$ cat src/rtl/uart_rx_module_if.sv
// uart_rx_module_if: serial input, receive enable and received-byte outputs of
// uart_rx_module. Frame_Err_Sig and its modport entries exist only when the
// UART_RX_FRAME_CHECK_EN macro is defined.
interface uart_rx_module_if;
    logic       RX_Pin_In;
    logic       RX_En_Sig;
    logic       RX_Done_Sig;
    logic [7:0] RX_Data;
`ifdef UART_RX_FRAME_CHECK_EN
    logic       Frame_Err_Sig;

    modport master (
        output RX_Pin_In,
        output RX_En_Sig,
        input  RX_Done_Sig,
        input  RX_Data,
        input  Frame_Err_Sig
    );

    modport slave (
        input  RX_Pin_In,
        input  RX_En_Sig,
        output RX_Done_Sig,
        output RX_Data,
        output Frame_Err_Sig
    );
`else
    modport master (
        output RX_Pin_In,
        output RX_En_Sig,
        input  RX_Done_Sig,
        input  RX_Data
    );

    modport slave (
        input  RX_Pin_In,
        input  RX_En_Sig,
        output RX_Done_Sig,
        output RX_Data
    );
`endif
endinterface

$ cat src/rtl/uart_rx_module.sv
// uart_rx_module: 8N1 UART receiver. The serial line is synchronized, a falling
// edge in IDLE (with RX_En_Sig high) starts a frame, and every bit is sampled
// at mid-period using a 16-bit counter of BPS_DIV clocks per bit.
// Optional macro UART_RX_FRAME_CHECK_EN: check the stop bit, report a bad one
// on Frame_Err_Sig and suppress RX_Done_Sig for that frame.
module uart_rx_module #(
    parameter int BPS_DIV = 434
) (
    input  logic            CLK,
    input  logic            RST,
    uart_rx_module_if.slave rx
);

    localparam logic [15:0] CNT_LAST = 16'(BPS_DIV - 1);
    // The counter reads 0 one cycle after the start edge is seen, so the
    // mid-bit point lands one count before BPS_DIV/2.
    localparam logic [15:0] CNT_MID  = 16'((BPS_DIV / 2) - 1);

    typedef enum logic [1:0] {
        IDLE  = 2'd0,
        START = 2'd1,
        DATA  = 2'd2,
        STOP  = 2'd3
    } state_t;

    state_t      state_q, state_d;
    logic        sync1_q, sync1_d;
    logic        sync2_q, sync2_d;
    logic        edge_q,  edge_d;
    logic        h2l_q,   h2l_d;
    logic [15:0] cnt_q,   cnt_d;
    logic [2:0]  bit_cnt_q, bit_cnt_d;
    logic [7:0]  shift_q, shift_d;
    logic [7:0]  data_q,  data_d;
    logic        done_q,  done_d;
`ifdef UART_RX_FRAME_CHECK_EN
    logic        err_q,   err_d;
`endif

    logic        line;
    logic        at_mid;
    logic        at_last;

    assign line    = sync2_q;
    assign at_mid  = (cnt_q == CNT_MID);
    assign at_last = (cnt_q == CNT_LAST);

    // Synchronizer, delayed copy and registered falling-edge detect of the pin.
    always_comb begin
        sync1_d = rx.RX_Pin_In;
        sync2_d = sync1_q;
        edge_d  = sync2_q;
        h2l_d   = edge_q & ~sync2_q;
    end

    // Synchronizer chain idles high so reset never fabricates a falling edge
    // from a high line.
    always_ff @(posedge CLK or posedge RST) begin
        if (RST) begin
            sync1_q <= 1'b1;
            sync2_q <= 1'b1;
            edge_q  <= 1'b1;
            h2l_q   <= 1'b0;
        end else begin
            sync1_q <= sync1_d;
            sync2_q <= sync2_d;
            edge_q  <= edge_d;
            h2l_q   <= h2l_d;
        end
    end

    // State register.
    always_ff @(posedge CLK or posedge RST) begin
        if (RST) begin
            state_q <= IDLE;
        end else begin
            state_q <= state_d;
        end
    end

    // Next-state logic: start only from IDLE, leave STOP at its mid-bit sample.
    always_comb begin
        state_d = state_q;
        case (state_q)
            IDLE: begin
                if (h2l_q && rx.RX_En_Sig) begin
                    state_d = START;
                end
            end
            START: begin
                if (at_mid && line) begin
                    state_d = IDLE;
                end else if (at_last) begin
                    state_d = DATA;
                end
            end
            DATA: begin
                if (at_last && (bit_cnt_q == 3'd7)) begin
                    state_d = STOP;
                end
            end
            STOP: begin
                if (at_mid) begin
                    state_d = IDLE;
                end
            end
            default: state_d = IDLE;
        endcase
    end

    // Datapath/output logic: bit timing, shifting, byte load and pulses.
    always_comb begin
        cnt_d     = at_last ? 16'd0 : (cnt_q + 16'd1);
        bit_cnt_d = bit_cnt_q;
        shift_d   = shift_q;
        data_d    = data_q;
        done_d    = 1'b0;
`ifdef UART_RX_FRAME_CHECK_EN
        err_d     = 1'b0;
`endif
        // Counter rests at 0 in IDLE and restarts on every state change.
        if ((state_q == IDLE) || (state_d != state_q)) begin
            cnt_d = 16'd0;
        end
        case (state_q)
            START: begin
                bit_cnt_d = 3'd0;
            end
            DATA: begin
                if (at_mid) begin
                    shift_d = {line, shift_q[7:1]};
                end
                if (at_last) begin
                    bit_cnt_d = bit_cnt_q + 3'd1;
                end
            end
            STOP: begin
                if (at_mid) begin
`ifdef UART_RX_FRAME_CHECK_EN
                    if (line) begin
                        data_d = shift_q;
                        done_d = 1'b1;
                    end else begin
                        err_d  = 1'b1;
                    end
`else
                    data_d = shift_q;
                    done_d = 1'b1;
`endif
                end
            end
            default: ;
        endcase
    end

    // Datapath registers; everything visible returns to zero under reset.
    always_ff @(posedge CLK or posedge RST) begin
        if (RST) begin
            cnt_q     <= 16'd0;
            bit_cnt_q <= 3'd0;
            shift_q   <= 8'h00;
            data_q    <= 8'h00;
            done_q    <= 1'b0;
        end else begin
            cnt_q     <= cnt_d;
            bit_cnt_q <= bit_cnt_d;
            shift_q   <= shift_d;
            data_q    <= data_d;
            done_q    <= done_d;
        end
    end

`ifdef UART_RX_FRAME_CHECK_EN
    // Frame error pulse register.
    always_ff @(posedge CLK or posedge RST) begin
        if (RST) begin
            err_q <= 1'b0;
        end else begin
            err_q <= err_d;
        end
    end

    assign rx.Frame_Err_Sig = err_q;
`endif

    assign rx.RX_Done_Sig = done_q;
    assign rx.RX_Data     = data_q;

endmodule

$ cat src/flat_wrapper.sv
// flat-port wrapper written by rule: the top's interface ports become plain ports
module uart_rx_module_flat 
#(
    parameter int BPS_DIV = 434
)
  (CLK, RST, rx_RX_Pin_In, rx_RX_En_Sig, rx_RX_Done_Sig, rx_RX_Data);
  uart_rx_module_if rx_i ();
  input  logic CLK;
  input  logic RST;
  input wire logic [$bits(rx_i.RX_Pin_In)-1:0] rx_RX_Pin_In;
  input wire logic [$bits(rx_i.RX_En_Sig)-1:0] rx_RX_En_Sig;
  output wire logic [$bits(rx_i.RX_Done_Sig)-1:0] rx_RX_Done_Sig;
  output wire logic [$bits(rx_i.RX_Data)-1:0] rx_RX_Data;
  assign rx_i.RX_Pin_In = rx_RX_Pin_In;
  assign rx_i.RX_En_Sig = rx_RX_En_Sig;
  assign rx_RX_Done_Sig = rx_i.RX_Done_Sig;
  assign rx_RX_Data = rx_i.RX_Data;
  uart_rx_module #(.BPS_DIV(BPS_DIV)) u_core (.CLK(CLK), .RST(RST), .rx(rx_i));
endmodule
$ cat config.mk
export PLATFORM = sky130hd
export DESIGN_NAME = uart_rx_module_flat
export DESIGN_NICKNAME = d
export VERILOG_FILES = /design/src/rtl/uart_rx_module_if.sv /design/src/rtl/uart_rx_module.sv /design/src/flat_wrapper.sv
export SDC_FILE = /design/constraint.sdc
export NUM_CORES = 1
export LEC_CHECK = 0
export ABC_AREA = 1
export CAP_MARGIN = 20
export CORE_ASPECT_RATIO = 0.9
export CORE_MARGIN = 2
export CORE_UTILIZATION = 60
export DETAILED_ROUTE_END_ITERATION = 8
export GPL_ROUTABILITY_DRIVEN = 0
export HOLD_SLACK_MARGIN = 0.1
export PLACE_DENSITY = 0.87
export SYNTH_ARGS = -nofsm -noshare
export SYNTH_HDL_FRONTEND = slang
export SYNTH_SLANG_ARGS = --single-unit
$ cat constraint.sdc
create_clock -name CLK -period 3.4 [get_ports CLK]
set_input_delay 0.51 -clock CLK [delete_from_list [all_inputs] [get_ports CLK]]
set_output_delay 0.51 -clock CLK [all_outputs]
set_load 0.01 [all_outputs]
==> results of run 1 <==
[sequential cells by signal (all words and copies together) (netlist names)]
register	flops
u_core.edge_d	1
u_core.bit_cnt_q	3
u_core.h2l_q	1
u_core.shift_q	8
u_core.cnt_q	16
u_core.sync1_q	1
u_core.rx.RX_Data	8
u_core.rx.RX_Done_Sig	1
u_core.state_q	2
u_core.edge_q	1
[metal layers]
layer	track usage, %	vias to the layer above	routed length (microns)
li1	-	744	-
met1	27.7	709	1610
met2	35.7	33	1860
met3	4.71	10	113
met4	10.2	0	74
met5	0	-	0
[synth_stat cells, types with 2 or more instances]
library cell   n
nand3b_1       2
nand4_1        2
inv_1         32
xor2_1         9
nor2_1        29
dfstp_2        3
nand3_1       11
nand2_1       47
o21ai_0       16
ha_1           5
nor2_4        12
nand2_4        2
nor2_2         2
dfrtp_1       39
nand2_2        7
[path summary, 6_finish.rpt]
check	from	end	slack [ps]	cells past startpoint
setup reg to reg	u_core.cnt_q[1]$_DFF_PP0_	u_core.cnt_q[1]$_DFF_PP0_	1400	12
hold / removal	u_core.sync1_q$_DFF_PP1_	u_core.edge_d$_DFF_PP1_	360	0
setup / recovery	u_core.cnt_q[1]$_DFF_PP0_	u_core.cnt_q[1]$_DFF_PP0_	1400	12
min in group asynchronous	RST	u_core.cnt_q[14]$_DFF_PP0_	630	3
max in group asynchronous	RST	u_core.edge_d$_DFF_PP1_	2400	3
hold reg to reg	u_core.sync1_q$_DFF_PP1_	u_core.edge_d$_DFF_PP1_	360	0
[cells by family after synthesis]
family                   after synthesis
flip-flops                            42
multiplexers                           1
adder cells (fa/ha/maj)                5
AO/OA/AOI/OAI                         20
buffers and inverters                 36
XOR/XNOR                               9
AND/OR/NAND/NOR                      118
[worst max-delay path, stage by stage (launching register included)]
cell	delay [ps]
dfrtp_1	410
inv_1	100
ha_1	150
nand2_1	80
nor2_2	160
nand2_4	130
nand2_2	90
nand2_2	60
nand2_2	80
nand3_2	80
nand2_2	90
nand3_4	290
nor2_1	200
[where the power goes]
| group | total (W) | internal (W) | switching (W) |
|---|---|---|---|
| Combinational | 0.0000138 | 0.00000406 | 0.00000975 |
| Sequential | 0.000504 | 0.000503 | 0.00000119 |
| Clock | 0.000334 | 0.000163 | 0.000171 |
[area by class of cell]
cell class | count | area share (%)
multi-input combinational | 153 | 38.2
clock buffer | 6 | 3.51
clock inverter | 2 | 0.531
inverter | 33 | 5.26
tap | 44 | 2.34
sequential | 42 | 44.8
timing repair buffer | 13 | 5.42
[stage by stage]
| step | utilization (%) | instance area, sq um |
|---|---|---|
| 2_1_floorplan | - | 2110 |
| 3_3_place_gp | 66.9 | 2260 |
| 3_5_place_dp | 66.9 | 2260 |
| 4_1_cts | 69.7 | 2360 |
| 5_1_grt | 69.7 | 2360 |
| 6_report | 69.7 | 2360 |
==> impl_metrics.tcl, run 1 <==
set metrics [dict create \
    syn_to_final_growth_pct 11.8 \
    track_usage_pct 21.8 \
    maxSlewViolCount 0 \
    power.total_w 0.000852 \
    final_common_cell "nand2_1" \
    cts-resized-gates 0 \
    vias 1496 \
    syn_avg_cell_area_sq_um 9.12 \
    synth-adder-area-share_pct 2.97 \
    syn_area_sq_um 2110 \
    post-place-ws_ps 1420 \
    finalCritPeriodShare_pct 58.8 \
    drt_first_iter_violations 91 \
    insertedDiodeCount 0 \
    clk_pin_slew_ps 80 \
    cp.arrival_ps 2210 \
    yosys.area.top_type_share_pct 46.3 \
    syn_inst 231 \
    wl_per_cell_microns 12.5 \
    worst_slack_ps 1400 \
    final_cell_mix "47 x nand2_1, 39 x dfrtp_1, 32 x inv_1" \
    yosys.area_share.simple_pct 30.2 \
    antenna_found_initial 0 \
    grt_overflow 0 \
    die_x_microns 66.5 \
    dp_hpwl_microns 2610 \
    port_buffers 12 \
    synthArstFlopShare_pct 100 \
    slew_headroom_pct 66.4 \
    maxCapViolations 0 \
    cp_max_fo 16 \
    instances_no_fill 293 \
    synth-seq-area-share_pct 50.1 \
    path_class "flop to flop" \
    insertion_delay_ps 290 \
    yosys-top-cells-area "dfrtp_1 46%, nand2_1 8.4%, nor2_4 6.4%" \
    final_nets 257 \
    grt_max_degree 43 \
    required_ps 3610 \
    num_rows 20 \
    drive_gt1_share_pct 16.9 \
    avgViaCountPerCell 5.11 \
    grt_pass1_wl_microns 6410 \
    antenna_left 0 \
    synth_seq_cells 42 \
    timing.fmax_ghz 0.500 \
    cp-start-kind "flop" \
    fp.dieArea_sq_um 4000 \
    cts_buffer_depth 2 \
    fill_cells 248 \
    powerDensity_nw_per_um2 362 \
    grt_pass1_vias 1482 \
    cts_tree "built" \
    core_sq_um 3380 \
    synth_warnings 0 \
    h-tree-depth 2 \
    tightest_slew_ps 504 \
    setup-tns-final_ps 0 \
    cp-end-kind "flop" \
    synth_edf_count 0 \
    cts_setup_buffers 0 \
    synth_nets 240 \
    multi_input_area_sq_um 900 \
    synth_mux_area_share_pct 0.534 \
    leakagePower_nw 1.16 \
    firstDrtPassIters 4 \
    io_pins 13 \
    drc 0 \
    wl_microns 3660 \
    seq_area_sq_um 1050 \
    clock_skew_ps 4.04 \
    synth_largest_area_cell "dfrtp_1" \
    die_y_microns 60.2 \
    cts_root_buf "clkbuf_8" \
    netlist-cell-type-count 28 \
    cts.sinks 42 \
    synth-main-ff-cell "dfrtp_1" \
    whs_ps 359 \
    fin_crit_ps 2000 \
    placedCellCount 285 \
    start_util_pct 62.4 \
    irDropWorstVdd_mv 0.310 \
    synth_xor_area_share_pct 3.74 \
    run_status "completed" \
    hp-class "flop to flop" \
    hold_buffers 0 \
    setup_viol 0 \
    cts_buffers 5 \
    synth_compound_area_share_pct 5.29 \
    hold_viol 0 \
    rsz0062_at_grt "false" \
    synth_top_family_by_area "simple AND/OR/NAND/NOR gates" \
]
(Power assumes the default switching activity.)
==> inputs of run 2 (changes only) <==
--- a/config.mk
+++ b/config.mk
@@ -9,11 +9,11 @@
 export CAP_MARGIN = 20
 export CORE_ASPECT_RATIO = 0.9
 export CORE_MARGIN = 2
-export CORE_UTILIZATION = 60
+export CORE_UTILIZATION = 58
 export DETAILED_ROUTE_END_ITERATION = 8
 export GPL_ROUTABILITY_DRIVEN = 0
 export HOLD_SLACK_MARGIN = 0.1
-export PLACE_DENSITY = 0.87
+export PLACE_DENSITY = 0.85
 export SYNTH_ARGS = -nofsm -noshare
 export SYNTH_HDL_FRONTEND = slang
 export SYNTH_SLANG_ARGS = --single-unit
==> constraint.sdc (replaced) <==
create_clock -name CLK -period 2.1 [get_ports CLK]
set_input_delay 0.315 -clock CLK [delete_from_list [all_inputs] [get_ports CLK]]
set_output_delay 0.315 -clock CLK [all_outputs]
set_load 0.01 [all_outputs]
==> run 2 against run 1 <==
Combinational power rose by 64%. First-iteration DRC count fell by 1.1%. Cell count rose by 1.4%. Critical path type unchanged. Highest routed layer unchanged.
==> impl_metrics.tcl, run 2 (synthesis results as in run 1) <==
set metrics [dict create \
    insertion_delay_ps 300 \
    avgViaCountPerCell 4.89 \
    path_buf_inv 1 \
    fp.dieArea_sq_um 4130 \
    fin_crit_ps 1890 \
    grt_overflow 0 \
    min_from "u_core.sync1_q$_DFF_PP1_" \
    cts_tree "built" \
    whs_path_depth 0 \
    path_cells "ha_1 > nand3_1 > nor2_1 > nand2_1 > nor2_2 > nand3_1 > nor2_1 > xor2_1 > inv_1 > nor2_4" \
    maxCapViolations 0 \
    h-tree-depth 2 \
    antenna_left 0 \
    whs_endpoint "u_core.edge_d$_DFF_PP1_" \
    antenna_found_initial 0 \
    cts_buffers 5 \
    setup_viol 0 \
    path_class "flop to flop" \
    maxSlewViolCount 0 \
    critPathSlowestCell "dfrtp_1" \
    largest_reg_flops 16 \
    r2r_end "u_core.cnt_q[14]$_DFF_PP0_" \
    firstDrtPassIters 4 \
    die_y_microns 61.2 \
    worstSetupStartpoint "u_core.cnt_q[0]$_DFF_PP0_" \
    final_nets 261 \
    io_pins 13 \
    hold_viol 0 \
    timing.fmax_ghz 0.528 \
    rr_worst_depth 10 \
    required_ps 2340 \
    cp.depth 10 \
    slew_headroom_pct 66.1 \
    grt_pass1_vias 1386 \
    tightest_slew_ps 509 \
    core_sq_um 3430 \
    cp_max_fo 4 \
    timing.rr.start "u_core.cnt_q[0]$_DFF_PP0_" \
    swShare_pct 20.9 \
    vias 1453 \
    drc 0 \
    drt_first_iter_violations 90 \
    irDropWorstVdd_mv 0.630 \
    cts.sinks 42 \
    start_util_pct 61.5 \
    finalCritPeriodShare_pct 90.1 \
    seq_power_share_pct 54.8 \
    leakagePower_nw 1.20 \
    grt_pass1_wl_microns 6220 \
    cp-start-kind "flop" \
    top_register "u_core.cnt_q" \
    num_rows 20 \
    max_stage_delay_ps 410 \
    r2r_slack_ps 210 \
    syn_to_final_growth_pct 15.3 \
    rsz0062_at_grt "false" \
    cts_root_buf "clkbuf_8" \
    final_common_cell "nand2_1" \
    placedCellCount 286 \
    cts-resized-gates 0 \
    fill_cells 248 \
    comb_power_share_pct 1.5 \
    switchingPower_w 0.000312 \
    clock_skew_ps 9.01 \
    drive_gt1_share_pct 18.2 \
    cp.arrival_ps 2130 \
    run_status "completed" \
    wl_per_cell_microns 12.3 \
    p_int_w 0.00118 \
    final_cell_mix "47 x nand2_1, 39 x dfrtp_1, 32 x inv_1" \
    dp_hpwl_microns 2550 \
    clockPowerShare_pct 43.7 \
    track_usage_pct 20.7 \
    post-place-ws_ps 181 \
    port_buffers 12 \
    grt_max_degree 43 \
    clk_pin_slew_ps 90 \
    wl_microns 3660 \
    cp-end-kind "flop" \
    worst_slack_ps 208 \
    cts_buffer_depth 2 \
    insertedDiodeCount 0 \
    setup-tns-final_ps 0 \
    powerDensity_nw_per_um2 613 \
    cp_top_family "simple AND/OR/NAND/NOR gates" \
    die_x_microns 67.5 \
    hp-class "flop to flop" \
    instances_no_fill 297 \
    final_core_util_pct 70.8 \
]
run 2: worst max-delay path by stage:
stage | endpoint
global placement | u_core.cnt_q[2]$_DFF_PP0_
detailed placement | u_core.cnt_q[1]$_DFF_PP0_
CTS | u_core.cnt_q[1]$_DFF_PP0_
finish | u_core.cnt_q[14]$_DFF_PP0_
global route | u_core.cnt_q[14]$_DFF_PP0_
floorplan | u_core.cnt_q[10]$_DFF_PP0_
run 2: power by group through the flow:
stage	Sequential [W]	Combinational [W]	Clock, W
6_report	0.000816	0.0000226	0.000650
5_1_grt	0.000817	0.0000268	0.000695
4_1_cts	0.000816	0.0000240	0.000667
3_5_place_dp	0.000832	0.0000241	0
3_3_place_gp	0.000832	0.0000238	0
2_1_floorplan	0.000831	0.0000126	0
run 2: timing repair:
| item | in CTS | in global routing |
|---|---|---|
| buffers inserted | 0 | 3 |
| setup endpoints to repair | 0 | 3 |
| hold buffers | 0 | 0 |
run 2: area by class of cell:
cell class	instances	area (sq um)	area share (%)
flip-flops and latches	42	1050	43.4
multi-input cells	153	900	37.0
repair buffers	17	183	7.52
inverters	33	124	5.10
clock buffers	5	68.8	2.83
well taps	44	55.1	2.27
clock inverters	3	43.8	1.80
run 2: layer usage:
metal / GRT usage [%] / wire (microns) / part of all wire, % / vias to the layer above
met2: 31.5 / 1730 / 47 / 16
met5: 0 / 0 / 0 / -
met1: 28.8 / 1760 / 48 / 684
met4: 8.75 / 39 / 1.1 / 0
met3: 4.94 / 125 / 3.4 / 4
li1: - / - / - / 749
run 2: metrics by stage:
stage	total power (W)	hold slack, ps	area, sq um
global route	0.00154	371	2430
global placement	0.000855	346	2270
CTS	0.00151	362	2380
detailed placement	0.000856	350	2270
finish	0.00149	360	2430
floorplan	0.000844	319	2110
